File: src/rtl/mux_cmd_engine.sv
// mux_cmd_engine: byte-level command processor for the console mux.
// Decodes UART command bytes, owns the committed enable mask and the
// per-output input selectors, and queues read-back / ACK / NAK bytes
// for the UART transmitter.
//
// Ports:
//   clk, rst_n        system clock, asynchronous active-low reset
//   rx_valid, rx_byte received byte strobe and data
//   tx_ready          transmitter can accept a byte
//   tx_start, tx_byte launch strobe and byte to transmit
//   enabled_out       committed enable mask (OUTPUT_COUNT bits)
//   selectors         committed pin map, output i at [i*SEL_W +: SEL_W]
//   busy              high whenever the FSM is not in IDLE
//   cmd_error         one-cycle pulse when a NAK is queued
//
// state      | meaning
// -----------+-----------------------------------------------------
// IDLE       | waiting for an opcode byte
// RX_PAYLOAD | collecting write payload into the shadow register
// COMMIT     | validating the shadow, committing or rejecting it
// TX_LOAD    | byte presented on tx_byte, waiting for tx_ready
// TX_WAIT    | one-cycle gap after a launch, then next byte or IDLE
module mux_cmd_engine #(
  parameter int OUTPUT_COUNT = 16,
  parameter int INPUT_COUNT = 4,
  parameter logic [OUTPUT_COUNT-1:0] RESET_MASK = '0,
  parameter int TIMEOUT_CYCLES = 4096,
  localparam int SEL_W = $clog2(INPUT_COUNT)
) (
  input  logic                          clk,
  input  logic                          rst_n,
  input  logic                          rx_valid,
  input  logic [7:0]                    rx_byte,
  input  logic                          tx_ready,
  output logic                          tx_start,
  output logic [7:0]                    tx_byte,
  output logic [OUTPUT_COUNT-1:0]       enabled_out,
  output logic [OUTPUT_COUNT*SEL_W-1:0] selectors,
  output logic                          busy,
  output logic                          cmd_error
);

  localparam int MASK_BYTES = (OUTPUT_COUNT + 7) / 8;
  localparam int MAP_W      = OUTPUT_COUNT * SEL_W;
  localparam int MAP_BYTES  = (MAP_W + 7) / 8;
  localparam int BUF_BYTES  = (MASK_BYTES > MAP_BYTES) ? MASK_BYTES : MAP_BYTES;
  localparam int BUF_W      = BUF_BYTES * 8;
  localparam int CNT_W      = $clog2(BUF_BYTES + 1);
  localparam int TO_W       = (TIMEOUT_CYCLES > 0) ? $clog2(TIMEOUT_CYCLES + 1) : 1;

  typedef enum logic [2:0] {
    S_IDLE,
    S_RX_PAYLOAD,
    S_COMMIT,
    S_TX_LOAD,
    S_TX_WAIT
  } state_t;

  state_t           state;
  logic [BUF_W-1:0] shadow;
  logic [BUF_W-1:0] resp_buf;
  logic [CNT_W-1:0] rem_cnt;
  logic [CNT_W-1:0] byte_cnt;
  logic             wr_map;
  logic [TO_W-1:0]  to_cnt;

  logic [BUF_W-1:0] mask_left;
  logic [BUF_W-1:0] map_left;
  logic             map_bad;
  logic             to_fire;
  logic [CNT_W-1:0] last_idx;

  // Responses are left-aligned so the most significant byte sits on top
  // and each launch just shifts the buffer left by one byte.
  assign mask_left = BUF_W'(enabled_out) << (8 * (BUF_BYTES - MASK_BYTES));
  assign map_left  = BUF_W'(selectors) << (8 * (BUF_BYTES - MAP_BYTES));
  assign to_fire   = (TIMEOUT_CYCLES != 0) && (to_cnt == TO_W'(1));
  assign last_idx  = wr_map ? CNT_W'(MAP_BYTES - 1) : CNT_W'(MASK_BYTES - 1);

  always_comb begin
    map_bad = 1'b0;
    for (int i = 0; i < OUTPUT_COUNT; i++) begin
      if (32'(shadow[i*SEL_W +: SEL_W]) >= INPUT_COUNT) map_bad = 1'b1;
    end
  end

  // Gating with tx_ready keeps a launch impossible while the UART is busy.
  assign tx_start = (state == S_TX_LOAD) && tx_ready;
  assign busy     = (state != S_IDLE);

  always_ff @(posedge clk or negedge rst_n) begin
    if (!rst_n) begin
      state       <= S_IDLE;
      shadow      <= '0;
      resp_buf    <= '0;
      rem_cnt     <= '0;
      byte_cnt    <= '0;
      wr_map      <= 1'b0;
      to_cnt      <= '0;
      tx_byte     <= 8'hFF;
      cmd_error   <= 1'b0;
      enabled_out <= RESET_MASK;
      selectors   <= '0;
    end else begin
      cmd_error <= 1'b0;
      case (state)
        S_IDLE: begin
          if (rx_valid) begin
            case (rx_byte)
              8'h01: begin
                resp_buf <= mask_left;
                tx_byte  <= mask_left[BUF_W-1 -: 8];
                rem_cnt  <= CNT_W'(MASK_BYTES);
                state    <= S_TX_LOAD;
              end
              8'h02: begin
                resp_buf <= map_left;
                tx_byte  <= map_left[BUF_W-1 -: 8];
                rem_cnt  <= CNT_W'(MAP_BYTES);
                state    <= S_TX_LOAD;
              end
              8'h03, 8'h04: begin
                wr_map   <= (rx_byte == 8'h04);
                byte_cnt <= '0;
                shadow   <= '0;
                to_cnt   <= TO_W'(TIMEOUT_CYCLES);
                state    <= S_RX_PAYLOAD;
              end
              default: begin
                tx_byte   <= 8'hEE;
                rem_cnt   <= CNT_W'(1);
                cmd_error <= 1'b1;
                state     <= S_TX_LOAD;
              end
            endcase
          end
        end
        S_RX_PAYLOAD: begin
          // A byte arriving on the timeout cycle wins over the timeout.
          if (rx_valid) begin
            shadow   <= (shadow << 8) | BUF_W'(rx_byte);
            byte_cnt <= byte_cnt + 1'b1;
            to_cnt   <= TO_W'(TIMEOUT_CYCLES);
            if (byte_cnt == last_idx) state <= S_COMMIT;
          end else if (to_fire) begin
            shadow    <= '0;
            tx_byte   <= 8'hEE;
            rem_cnt   <= CNT_W'(1);
            cmd_error <= 1'b1;
            state     <= S_TX_LOAD;
          end else if (TIMEOUT_CYCLES != 0) begin
            to_cnt <= to_cnt - 1'b1;
          end
        end
        S_COMMIT: begin
          if (wr_map && map_bad) begin
            tx_byte   <= 8'hEE;
            cmd_error <= 1'b1;
          end else begin
            if (wr_map) selectors <= shadow[MAP_W-1:0];
            else        enabled_out <= shadow[OUTPUT_COUNT-1:0];
            tx_byte <= 8'hAA;
          end
          shadow  <= '0;
          rem_cnt <= CNT_W'(1);
          state   <= S_TX_LOAD;
        end
        S_TX_LOAD: begin
          if (tx_ready) begin
            resp_buf <= resp_buf << 8;
            rem_cnt  <= rem_cnt - 1'b1;
            state    <= S_TX_WAIT;
          end
        end
        S_TX_WAIT: begin
          if (rem_cnt != '0) begin
            tx_byte <= resp_buf[BUF_W-1 -: 8];
            state   <= S_TX_LOAD;
          end else begin
            state <= S_IDLE;
          end
        end
        default: state <= S_IDLE;
      endcase
    end
  end

endmodule

File: config.mk
export PLATFORM = sky130hd
export DESIGN_NAME = mux_cmd_engine
export DESIGN_NICKNAME = d
export VERILOG_FILES = /design/src/rtl/mux_cmd_engine.sv
export SDC_FILE = /design/constraint.sdc
export NUM_CORES = 1
export LEC_CHECK = 0
export CORE_MARGIN = 8
export CORE_UTILIZATION = 45
export CTS_CLUSTER_DIAMETER = 80
export DETAILED_ROUTE_END_ITERATION = 7
export PLACE_DENSITY = 0.66
export SLEW_MARGIN = 20
export SYNTH_ARGS = -nofsm -noshare
export SYNTH_HDL_FRONTEND = slang
export SYNTH_SLANG_ARGS = --single-unit
File: constraint.sdc
create_clock -name clk -period 4.8 [get_ports clk]
set_input_delay 0.48 -clock clk [delete_from_list [all_inputs] [get_ports clk]]
set_output_delay 0.48 -clock clk [all_outputs]
set_load 0.01 [all_outputs]
# [Yosys cells after proc, flatten, opt, wreduce, memory -nomap -nowiden]
# Index checks and enable logic that the tools add are counted.
[classes] eq_ne=22 n_reduce_logical=21 n_bitwise=2 mux=44 n_addsub=3
[ops] operator="two-way mux 32 bit" n=6
[ops] operator="case mux 32 bit (2 select lines)" n=2
[ops] operator="case mux 32 bit (3 select lines)" n=1
[ops] operator="two-way mux 13 bit" n=4
[ops] operator="two-way mux 3 bit" n=12
[ops] operator="two-way mux 8 bit" n=4
[ops] operator="bitwise OR 32 x 8 -> 32 bit" n=1
[ops] operator="case mux 8 bit (4 select lines)" n=1
[ops] operator="case mux 13 bit (2 select lines)" n=1
[ops] operator="case mux 8 bit (3 select lines)" n=1
[ops] operator="AND reduction 4 bit" n=5
[ops] operator="equality test 8 x 2 -> 1 bit (second input constant)" n=2
[ops] operator="case mux 3 bit (5 select lines)" n=1
[ops] operator="!= test 2 bit (second input constant)" n=7
[ops] operator="equality test 13 x 1 -> 1 bit (second input constant)" n=1
[ops] operator="subtractor 13 x 1 -> 13 bit (second input constant)" n=1
[ops] operator="case mux 3 bit (4 select lines)" n=1
[ops] operator="AND reduction 6 bit" n=2
[ops] operator="!= test 3 bit (second input constant)" n=3
[ops] operator="case mux 3 bit (3 select lines)" n=1
[ops] operator="nonzero test 3 bit" n=3
[ops] operator="equality test 8 x 1 -> 1 bit (second input constant)" n=1
[ops] operator="equality test 8 x 3 -> 1 bit (second input constant)" n=1
[ops] operator="nonzero test 4 bit" n=2
[ops] operator="20 further kinds" n=28
[word_totals] output_inout_bits=59 word_cells=103 input_bits=12 register_bits=144

# [Logic depth before layout (Yosys ltp)]
[depth] word_depth=5 ltp_mapped=8 ltp_nobuf=7

# [Least setup slack after synthesis]
# No wires, ideal clock.
[synth_path] kind="input-to-reg" startpoint="in rx_byte[1]" endpoint="reg rem_cnt[0]" stages=6 setup_ns=0.125 t_arrival_ns=2.226 path_buffers=1 path_slack_ns=2.449 required_ns=4.675 cell_sequence="clkbuf_1 -> or3b_1 -> a211oi_4 -> mux2i_1 -> o21ai_0 -> mux2_2"
[synth_via] elab_chain_len=5 elab_cells_between_ends=10 cone_classes="eq/ne: 5; mux: 3; reduce/logical: 2"
[synth_lines] item="start, declared" line_no="33" text="input logic [7:0] rx_byte,"
[synth_lines] item="equality test 8 x 3 -> 1 bit or equality test 8 x 2 -> 1 bit (tied branches)" line_no="109" text="case (rx_byte)"
[synth_lines] item="OR reduction 2 bit" line_no="109"
[synth_lines] item="case mux 3 bit (3 select lines)" line_no="109"
[synth_lines] item="two-way mux 3 bit" line_no="108" text="if (rx_valid) begin"
[synth_lines] item="case mux 3 bit (4 select lines)" line_no="106" text="case (state)"
[synth_lines] item="end signal, assigned" line_no="113" text="rem_cnt <= CNT_W'(MASK_BYTES);"
[synth_lines] item="end signal, assigned" line_no="119" text="rem_cnt <= CNT_W'(MAP_BYTES);"
[synth_lines] item="end signal, assigned" line_no="171" text="rem_cnt <= rem_cnt - 1'b1;"
[synth_lines] item="end, declared" line_no="62" text="logic [CNT_W-1:0] rem_cnt;"
# Parallel ways exist; a longest one is shown, timed or not. The select of a mux whose other input is x is not followed.
# A chain may end at the register's enable or synchronous reset.

# [Worst setup path after layout]
[layout_path] startpoint="reg state[1]" endpoint="out tx_start"
[layout_via] elab_chain_len=2
[layout_lines] item="start, declared" line_no="59" text="state_t state;"
[layout_lines] item="start signal, assigned" line_no="93" text="state <= S_IDLE;"
[layout_lines] item="start signal, assigned" line_no="114" text="state <= S_TX_LOAD;"
[layout_lines] item="start signal, assigned" line_no="120" text="state <= S_TX_LOAD;"
[layout_lines] item="equality test 3 x 2 -> 1 bit" line_no="88" text="assign tx_start = (state == S_TX_LOAD) && tx_ready;"
[layout_lines] item="logical AND 1 bit" line_no="88"
[layout_lines] item="end, declared" line_no="35" text="output logic tx_start,"
# Every way passes these cells.

==> impl_metrics.tcl <==
set metrics [dict create \
    grt_first_pass_wirelength_mm 27.8 \
    cp_max_fo 14 \
    antenna_found_initial 0 \
    gr-total-overflow 0 \
    maxSlewViolCount 0 \
    netlist_area_mm2 0.00667 \
    dr.pass1.iters 5 \
    slew_headroom_pct 33.3 \
    ys_ff_latch 144 \
    gp_congestion 0.840 \
    fin_cells 840 \
    hp-class "in2async" \
    io-pin-count 71 \
    syn_avg_cell_area_um2 11.5 \
    startpoint "state[1]" \
    wl_per_cell_um 20.7 \
    rsz0062_at_grt "no" \
    max_freq_mhz 366 \
    synth_compound_area_share_pct 17.1 \
    synth_xor_area_share_pct 0.394 \
    drive_gt1_share_pct 18.3 \
    grt_max_degree 111 \
    cts_tree "yes" \
    core_area_mm2 0.0145 \
    grt_pass1_vias 4829 \
    cts-resized-gates 0 \
    via_count 4916 \
    row_count 44 \
    die_w_um 138 \
    worst_pin_slew_ns 1.00 \
    synth_top_family_by_area "compound AO/OA/AOI/OAI gates" \
    tns_ns 0 \
    die_h_um 138 \
    synthSimpleGateAreaFrac_pct 11.6 \
    ir_drop_uv 272 \
    status "finished clean" \
    syn_inst 582 \
    cp-start-kind "flip-flop" \
    avgViaCountPerCell 5.85 \
    drc_errors 0 \
    postLayoutCoreUtil_pct 56.0 \
    track_usage_pct 19.1 \
    dpl.cell_count 808 \
    start_util_pct 45.9 \
    synth_cell_types 58 \
    die_area_mm2 0.0190 \
    synthAdderAreaFrac_pct 0.938 \
    holdBufCountCts 0 \
    clk_path_buf_depth 2 \
    clock_skew_ns 0.00913 \
    clk_latency_ns 0.41 \
    async_reset_ff_share_pct 100 \
    crit_required_ns 4.32 \
    cts_buffers 17 \
    p_per_area_mw_per_mm2 592 \
    finalCritPeriodShare_pct 56.9 \
    place_hpwl_mm 11.6 \
    drt_iter0_markers 416 \
    drt-total-wl_mm 17.4 \
    setup_violations 0 \
    fin_crit_ns 2.73 \
    hold_violations 0 \
    synth-edff-count 0 \
    htree_levels 4 \
    syn2layout_area_growth_pct 22.1 \
    fin_nets 660 \
    dp_slack_ns 1.67 \
    ys.warnings.count 0 \
    root_buffer "clkbuf_16" \
    setup_slack_ns 2.07 \
    path_class "reg2out" \
    clkSinkCount 144 \
    r2r-start "state[0]" \
    cap_violations 0 \
    critical_path_arrival_ns 2.25 \
    synth_nets 599 \
    antenna_cells 0 \
    cp-end-kind "output port" \
    synthMuxAreaShare_pct 12.9 \
    ys.flop_type "dfrtp_1" \
    total_power_mw 4.82 \
    ant_nets 0 \
    clk_pin_slew_ns 0.06 \
    port_buffers 70 \
    leakage_nw 3.65 \
    cts_setup_buffers 0 \
    ys_seq_area_share_pct 54.2 \
]
[through the flow]
step | hold slack (ns) | instance area [µm²]
floorplan | 0.184 | 6670
global placement | 0.461 | 7550
detailed placement | 0.467 | 7550
CTS | 0.259 | 8140
global route | 0.231 | 8140
finish | 0.167 | 8140
[cell usage in the layout, fill, tap and decap left out, types with 5 or more instances in the layout]
master	count
a211oi_1	18
a21o_1	17
a21oi_1	28
a22o_1	37
and3_1	12
buf_4	8
clkbuf_16	17
clkdlybuf4s50_1	69
clkinv_4	5
dfrtp_1	136
dfstp_2	8
ha_1	5
inv_1	8
mux2_2	58
mux2i_1	21
nand2_1	34
nand2b_1	5
nor2_1	40
nor3_1	9
o21ai_0	24
o22ai_1	8
o31ai_1	5
or3_1	6
or4_1	6
[kinds of logic (layout without fill, tap and decap cells)]
kind of cell	Yosys count	after routing
AO/OA/AOI/OAI	158	158
XOR/XNOR	3	3
buffers and inverters	45	119
adder cells (fa/ha/maj)	5	5
AND/OR/NAND/NOR	148	148
flip-flops	144	144
multiplexers	79	79
[sequential cells by signal, summed over array words and instances (netlist names)]
register,cells
byte_cnt,3
cmd_error,1
enabled_out,16
rem_cnt,3
resp_buf,32
selectors,32
shadow,32
state,3
to_cnt,13
tx_byte,8
wr_map,1
[final timing paths]
kind,endpoint,slack [ns],depth (start not counted)
min,to_cnt[10],0.17,1
max reg2reg,to_cnt[8],2.24,6
max in group asynchronous,shadow[14],3.62,2
min reg2reg,resp_buf[22],0.48,1
min in group clk,resp_buf[22],0.48,1
max,tx_start,2.07,3
[area by class of cell]
type                       instances  area, µm²
timing repair buffer              78        764
inverter                           9       33.8
clock inverter                    13        163
multi-input combinational        393       2910
sequential                       144       3610
fill                            1279       6390
tap                              184        230
clock buffer                      19        433
[layer usage]
| metal | share of wire (%) | vias to the layer above | global-route usage [%] |
|---|---|---|---|
| li1 | - | 2296 | - |
| met1 | 48 | 2474 | 27.9 |
| met2 | 45 | 133 | 27.4 |
| met3 | 5.7 | 13 | 4.41 |
| met4 | 1.1 | 0 | 5.97 |
| met5 | 0 | - | 0 |
[power by group]
group / internal (mW) / switching, mW / leakage (nW) / total (mW)
combinational: 0.713 / 0.909 / 1.46 / 1.62
clock: 0.819 / 0.512 / 0.295 / 1.33
sequential: 1.55 / 0.317 / 1.90 / 1.87
total: 3.09 / 1.74 / 3.65 / 4.82
[Yosys cell counts (3+ instances only)]
library cell | n | area [µm²]
clkbuf_1 | 31 | 116
a21oi_1 | 28 | 140
nand3_1 | 4 | 20.0
mux2_2 | 58 | 653
nand2b_1 | 5 | 31.3
nor2b_1 | 4 | 25.0
and2_1 | 3 | 18.8
o31ai_1 | 5 | 37.5
a21o_1 | 17 | 128
a211oi_1 | 18 | 135
or4_1 | 6 | 45.0
or3_1 | 6 | 37.5
a22o_1 | 37 | 324
dfstp_2 | 8 | 210
mux2i_1 | 21 | 210
dfrtp_1 | 136 | 3400
nor2_1 | 41 | 154
o22ai_1 | 9 | 56.3
and3_1 | 12 | 75.1
ha_1 | 5 | 62.6
nor3_1 | 11 | 55.1
inv_1 | 8 | 30.0
nand2_1 | 35 | 131
o21ai_0 | 24 | 120
[critical path, cell delays in order (launching register included)]
cell	delay, ns
dfrtp_1	0.62
nor2b_1	0.46
and3_1	0.22
clkdlybuf4s50_1	0.54
(Power assumes the default switching activity.)
